<file path="src/rtl/mcu_pkg.sv">
// Shared types and encodings for the multicycle MIPS main control unit.
package mcu_pkg;

    typedef enum logic [3:0] {
        FETCH_S  = 4'd0,
        DECODE_S = 4'd1,
        MEMADR_S = 4'd2,
        MEMRD_S  = 4'd3,
        MEMWB_S  = 4'd4,
        MEMWR_S  = 4'd5,
        EXEC_S   = 4'd6,
        ALUWB_S  = 4'd7,
        BRANCH_S = 4'd8,
        JUMP_S   = 4'd9,
        ADDIEX_S = 4'd10,
        ADDIWB_S = 4'd11
    } state_t;

    localparam logic [5:0] OP_RTYPE = 6'h00;
    localparam logic [5:0] OP_LW    = 6'h23;
    localparam logic [5:0] OP_SW    = 6'h2B;
    localparam logic [5:0] OP_BEQ   = 6'h04;
    localparam logic [5:0] OP_J     = 6'h02;
    localparam logic [5:0] OP_ADDI  = 6'h08;

    localparam logic [1:0] ALUOP_ADD   = 2'b00;
    localparam logic [1:0] ALUOP_SUB   = 2'b01;
    localparam logic [1:0] ALUOP_FUNCT = 2'b10;

    localparam logic [1:0] SRCB_B       = 2'b00;
    localparam logic [1:0] SRCB_FOUR    = 2'b01;
    localparam logic [1:0] SRCB_IMM     = 2'b10;
    localparam logic [1:0] SRCB_IMM_SH2 = 2'b11;

    localparam logic [1:0] PCSRC_ALU    = 2'b00;
    localparam logic [1:0] PCSRC_ALUOUT = 2'b01;
    localparam logic [1:0] PCSRC_JUMP   = 2'b10;

    typedef struct packed {
        logic       pc_write;
        logic       pc_write_cond;
        logic       iord;
        logic       mem_read;
        logic       mem_write;
        logic       mem_to_reg;
        logic       ir_write;
        logic       reg_write;
        logic       reg_dst;
        logic       alu_src_a;
        logic [1:0] alu_src_b;
        logic [1:0] alu_op;
        logic [1:0] pc_source;
    } ctrl_t;

endpackage

</file>
<file path="src/rtl/mcu_output_decode.sv">
// Moore output decode: maps the current state to the datapath control vector.
module mcu_output_decode
    import mcu_pkg::*;
(
    input  logic   reset,
    input  state_t state,
    output ctrl_t  ctrl
);

    always_comb begin
        ctrl = '0;
        if (!reset) begin
            case (state)
                FETCH_S: begin
                    ctrl.mem_read  = 1'b1;
                    ctrl.ir_write  = 1'b1;
                    ctrl.alu_src_b = SRCB_FOUR;
                    ctrl.pc_write  = 1'b1;
                end
                DECODE_S: ctrl.alu_src_b = SRCB_IMM_SH2;
                MEMADR_S: begin
                    ctrl.alu_src_a = 1'b1;
                    ctrl.alu_src_b = SRCB_IMM;
                end
                MEMRD_S: begin
                    ctrl.mem_read = 1'b1;
                    ctrl.iord     = 1'b1;
                end
                MEMWB_S: begin
                    ctrl.reg_write  = 1'b1;
                    ctrl.mem_to_reg = 1'b1;
                end
                MEMWR_S: begin
                    ctrl.mem_write = 1'b1;
                    ctrl.iord      = 1'b1;
                end
                EXEC_S: begin
                    ctrl.alu_src_a = 1'b1;
                    ctrl.alu_op    = ALUOP_FUNCT;
                end
                ALUWB_S: begin
                    ctrl.reg_dst   = 1'b1;
                    ctrl.reg_write = 1'b1;
                end
                BRANCH_S: begin
                    ctrl.alu_src_a     = 1'b1;
                    ctrl.alu_op        = ALUOP_SUB;
                    ctrl.pc_write_cond = 1'b1;
                    ctrl.pc_source     = PCSRC_ALUOUT;
                end
                JUMP_S: begin
                    ctrl.pc_write  = 1'b1;
                    ctrl.pc_source = PCSRC_JUMP;
                end
                ADDIEX_S: begin
                    ctrl.alu_src_a = 1'b1;
                    ctrl.alu_src_b = SRCB_IMM;
                end
                ADDIWB_S: ctrl.reg_write = 1'b1;
                default: ;
            endcase
        end
    end

endmodule

</file>
<file path="src/rtl/multicycle_control_unit.sv">
// Multicycle MIPS main control FSM: sequences fetch/decode/execute/memory/write-back
// and stretches memory states while MemReady is low.
module multicycle_control_unit
    import mcu_pkg::*;
#(
    parameter int unsigned OP_W        = 6,
    parameter bit          ENABLE_JUMP = 1'b1,
    parameter bit          ENABLE_ADDI = 1'b1
) (
    input  logic            clock,
    input  logic            reset,
    input  logic [OP_W-1:0] Op,
    input  logic            MemReady,
    output logic            PCWrite,
    output logic            PCWriteCond,
    output logic            IorD,
    output logic            MemRead,
    output logic            MemWrite,
    output logic            MemToReg,
    output logic            IRWrite,
    output logic            RegWrite,
    output logic            RegDst,
    output logic            ALUSrcA,
    output logic [1:0]      ALUSrcB,
    output logic [1:0]      ALUOp,
    output logic [1:0]      PCSource,
    output logic            IllegalOp,
    output logic [3:0]      State
);

    state_t state_q, state_d;
    ctrl_t  ctrl;
    logic   illegal;

    logic is_rtype, is_lw, is_sw, is_beq, is_j, is_addi;
    assign is_rtype = (Op == OP_W'(OP_RTYPE));
    assign is_lw    = (Op == OP_W'(OP_LW));
    assign is_sw    = (Op == OP_W'(OP_SW));
    assign is_beq   = (Op == OP_W'(OP_BEQ));
    assign is_j     = (Op == OP_W'(OP_J)) && ENABLE_JUMP;
    assign is_addi  = (Op == OP_W'(OP_ADDI)) && ENABLE_ADDI;

    always_ff @(posedge clock or posedge reset) begin
        if (reset) state_q <= FETCH_S;
        else       state_q <= state_d;
    end

    always_comb begin
        state_d = state_q;
        illegal = 1'b0;
        case (state_q)
            FETCH_S: if (MemReady) state_d = DECODE_S;
            DECODE_S: begin
                if (is_lw || is_sw)  state_d = MEMADR_S;
                else if (is_rtype)   state_d = EXEC_S;
                else if (is_beq)     state_d = BRANCH_S;
                else if (is_j)       state_d = JUMP_S;
                else if (is_addi)    state_d = ADDIEX_S;
                else begin
                    state_d = FETCH_S;
                    illegal = 1'b1;
                end
            end
            MEMADR_S: state_d = is_lw ? MEMRD_S : MEMWR_S;
            MEMRD_S:  if (MemReady) state_d = MEMWB_S;
            MEMWB_S:  state_d = FETCH_S;
            MEMWR_S:  if (MemReady) state_d = FETCH_S;
            EXEC_S:   state_d = ALUWB_S;
            ALUWB_S:  state_d = FETCH_S;
            BRANCH_S: state_d = FETCH_S;
            JUMP_S:   state_d = FETCH_S;
            ADDIEX_S: state_d = ADDIWB_S;
            ADDIWB_S: state_d = FETCH_S;
            default:  state_d = FETCH_S;
        endcase
    end

    mcu_output_decode u_decode (
        .reset (reset),
        .state (state_q),
        .ctrl  (ctrl)
    );

    // The PC and IR only load once the fetch read has actually completed.
    assign PCWrite     = ctrl.pc_write & ((state_q != FETCH_S) | MemReady);
    assign IRWrite     = ctrl.ir_write & ((state_q != FETCH_S) | MemReady);
    assign PCWriteCond = ctrl.pc_write_cond;
    assign IorD        = ctrl.iord;
    assign MemRead     = ctrl.mem_read;
    assign MemWrite    = ctrl.mem_write;
    assign MemToReg    = ctrl.mem_to_reg;
    assign RegWrite    = ctrl.reg_write;
    assign RegDst      = ctrl.reg_dst;
    assign ALUSrcA     = ctrl.alu_src_a;
    assign ALUSrcB     = ctrl.alu_src_b;
    assign ALUOp       = ctrl.alu_op;
    assign PCSource    = ctrl.pc_source;
    assign IllegalOp   = illegal & ~reset;
    assign State       = reset ? 4'd0 : state_q;

endmodule

</file>
<file path="config.mk">
export PLATFORM = sky130hd
export DESIGN_NAME = multicycle_control_unit
export DESIGN_NICKNAME = d
export VERILOG_FILES = /design/src/rtl/mcu_pkg.sv /design/src/rtl/mcu_output_decode.sv /design/src/rtl/multicycle_control_unit.sv
export SDC_FILE = /design/constraint.sdc
export NUM_CORES = 1
export LEC_CHECK = 0
export BUFFER_PORTS_ARGS = -buffer_cell sky130_fd_sc_hd__buf_2
export CORE_MARGIN = 2
export CORE_UTILIZATION = 36
export DETAILED_ROUTE_END_ITERATION = 16
export PLACE_DENSITY_LB_ADDON = 0.08
export SYNTH_ARGS = -nofsm -noshare
export SYNTH_HDL_FRONTEND = slang
export SYNTH_SLANG_ARGS = --single-unit
</file>
<file path="constraint.sdc">
create_clock -name clock -period 3.5 [get_ports clock]
set_input_delay 1.05 -clock clock [delete_from_list [all_inputs] [get_ports clock]]
set_output_delay 1.05 -clock clock [all_outputs]
set_load 0.005 [all_outputs]
</file>
==> summary.txt <==
Clocking
  – Setup Fix Bufs, Post-CTS: 0
  – CTS tree: done
  – CTS root buf: clkbuf_4
  – Clk_lat worst skew: about 0.24 ns
  – H-tree levels: 1
  – Buffer depth of the longest clock path: 2
  – Resize count post-CTS: 0
  – CTS Sinks: 4
  – Hold_buf cts: 0
  – Clk slew on worst S/H paths: around 0.04 ns
  – CTS Buf Count: 3

Setup path
  – Setup CP Type: in2out
  – Crit. End Element: output port
  – Critical path peak fanout: 13
  – Startpoint types: primary input
  – Worst EP required: around 2.5 ns
  – CP Data Arrival Time: 1.96 ns

Synth
  – Simple-Gate Fraction of Synth Area: 0.449
  – Sequential fraction of the synthesis area: 0.169
  – Prevailing post-synth register cell: dfrtp_1
  – Complex-gate fraction of the synthesized area: 0.255
  – Area fraction of the dominant cell type after synthesis: 0.169
  – XOR/XNOR share of the synthesized area: 0.0295
  – Post-Syn Instances: 87
  – Count leader, synth: nor2_1
  – FF+latch count, synth: 4
  – Mapped cell area: between 500 and 600 µm²
  – Post-synthesis adder-cell area fraction: 0
  – Mux cell area share after synthesis: 0.0169
  – Largest area contributor in the synthesized netlist: dfrtp_1
  – Synth top area cells: dfrtp_1 17%, nor2_1 9.5%, nor3_1 7.6%
  – Syn Nets: 96
  – Synth unique cells: 38
  – Asr flop ratio synth: 1.00
  – Top post-synthesis cells by count: 15 x nor2_1, 9 x nor3_1
  – EDFF count, synth: 0
  – Yosys warns: 0
  – Mean Syn Cell Area: about 6.8 µm²
  – Largest family of logic cells by synthesized area: simple AND/OR/NAND/NOR gates

Layout
  – Post-layout net count: 123
  – Fill cell total of the finished layout: between 150 and 200
  – Max FFs per register: 4
  – Biggest register: state_q
  – Syn-to-layout area delta: 25.5%
  – Layout cell share with drive strength beyond 1: 0.330
  – Top Registers: state_q (4)
  – Post-route insts no fill: 128
  – ANT cells: 0

Timing
  – Final period util: 0.859
  – Sum Neg Setup Slack: 0 ns
  – Final slew viol count: 0
  – Tmin final: 3.01 ns
  – Slew HR: 0.596
  – Final Skew: about 0.0060 ns
  – Final Hold Viols: 0
  – Finish-stage setup viols: 0
  – Fmax: about 330 MHz
  – RSZ-0062 raised after global routing: no
  – Worst hold slack: roughly 0.80 ns
  – Post-route setup slack: around 0.5 ns
  – Slew at the pin closest to its max-slew limit: around 0.61 ns

Min path
  – Hold crit path type: in2async

Global route
  – First-pass GRT wire length: about 2600 µm
  – Number of global-route vias before repair: slightly below 600
  – Largest net degree at the start of global routing: 19
  – GR Util All Layers: 0.175
  – Initial antenna violation count: 0
  – GRT overflow: 0

Pwr
  – Share of power burned in registers: 0.293
  – Clock power frac: 0.132
  – Worst VDD drop: just under 0.3 mV
  – Net Sw Power: 0.217 mW
  – Static Leakage: 0.362 nW
  – Switching share of power: 0.498
  – P per Cell Area: 586 nW/µm²
  – Cell internal pwr: around 0.22 mW
  – Combinational Power Share: 0.575

Floorplan
  – Starting Density: 0.389
  – Die Ht: ~45 µm
  – Row count: 14
  – Die width: between 40 and 50 µm
  – Core area: 1520 µm²
  – Ports: 30
  – Die Footprint: about 2000 µm²

Routing
  – WL final: around 1600 µm
  – DR vias/cell: 5.63
  – DRT iter0 DRCs: 12
  – Vias: approximately 700
  – DR WL/cell: roughly 13 µm
  – DR pass1 iterations: 4
  – DRC violations left: 0
  – Antenna-violating nets left: 0

Flow run
  – Max-Cap Viols: 0

Placement
  – Port Buffers: 29
  – Pre-CTS setup slack: roughly 0.47 ns
  – HPWL after detailed placement: between 1000 and 1500 µm
  – Placed cell count: approximately 130
  – GP Congestion: around 0.75

Run status
  – Status: complete, no violations
==> metrics by stage <==
| step | utilization | power, mW | instance area (µm²) |
|---|---|---|---|
| floorplan | - | 0.308 | 593 |
| global placement | 0.474 | 0.376 | 722 |
| detailed placement | 0.474 | 0.377 | 722 |
| CTS | 0.489 | 0.435 | 744 |
| global route | 0.489 | 0.476 | 744 |
| finish | 0.489 | 0.436 | 744 |
==> metal layers <==
layer	vias to the layer above	global-route usage	part of all wire
met4	0	0.0545	0.013
met1	330	0.229	0.45
met5	-	0	0
met3	4	0.0408	0.060
met2	21	0.281	0.48
li1	365	-	-
==> cells by family (layout without fill, tap and decap cells) <==
logic type	count (synthesis)	in the layout
AOI/OAI and AO/OA	21	21
xor gates and xnor gates	2	2
buffers and inverters	10	35
DFF	4	4
muxes	1	1
and+or+nand+nor	49	49
==> critical path: stages <==
cell,delay [ns]
buf_2,0.17
inv_1,0.17
nand3_1,0.22
nor3_1,0.21
buf_2,0.14
==> path summary, 6_finish.rpt <==
kind / startpoint / to / slack (ns) / depth (start not counted)
max reg2reg: state_q[0]$_DFFE_PP0P_ / state_q[1]$_DFFE_PP0P_ / 1.87 / 3
min in group clock: state_q[1]$_DFFE_PP0P_ / state_q[1]$_DFFE_PP0P_ / 0.80 / 1
min reg2reg: state_q[1]$_DFFE_PP0P_ / state_q[1]$_DFFE_PP0P_ / 0.80 / 1
min: reset / state_q[1]$_DFFE_PP0P_ / 0.80 / 2
max in group asynchronous: reset / state_q[2]$_DFFE_PP0P_ / 2.53 / 2
max: reset / IllegalOp / 0.49 / 5
==> area by class of cell <==
cell class / instances / area (µm²) / area share
inverters: 3 / 11.3 / 0.0151
well taps: 16 / 20.0 / 0.0269
clock buffers: 3 / 22.5 / 0.0303
flip-flops and latches: 4 / 100 / 0.134
repair buffers: 29 / 145 / 0.195
multi-input cells: 73 / 445 / 0.598
==> power by group through the flow <==
| stage | clock network (mW) | registers [mW] | logic (mW) |
|---|---|---|---|
| 2_1_floorplan | 0 | 0.0690 | 0.239 |
| 3_3_place_gp | 0 | 0.128 | 0.248 |
| 3_5_place_dp | 0 | 0.127 | 0.250 |
| 4_1_cts | 0.0578 | 0.126 | 0.251 |
| 5_1_grt | 0.0609 | 0.134 | 0.280 |
| 6_report | 0.0576 | 0.128 | 0.251 |
==> cell usage in the layout, fill, tap and decap left out, drive strengths merged <==
cell,n
a31oi,1
nor2,16
and3,1
clkbuf,3
buf,29
dfrtp,4
a21oi,5
or3,1
a211o,1
nand2,5
o21ai,3
o22ai,1
nand3b,1
nand3,1
mux2i,1
a31o,1
a21boi,1
nand4,2
o22a,2
o211ai,1
a2111oi,1
nor4,3
a211oi,1
nor4b,1
o21a,1
nor3,9
o32ai,2
nand2b,5
inv,3
xor2,2
nor2b,4
Note: power is estimated with default switching activity, not from simulation.
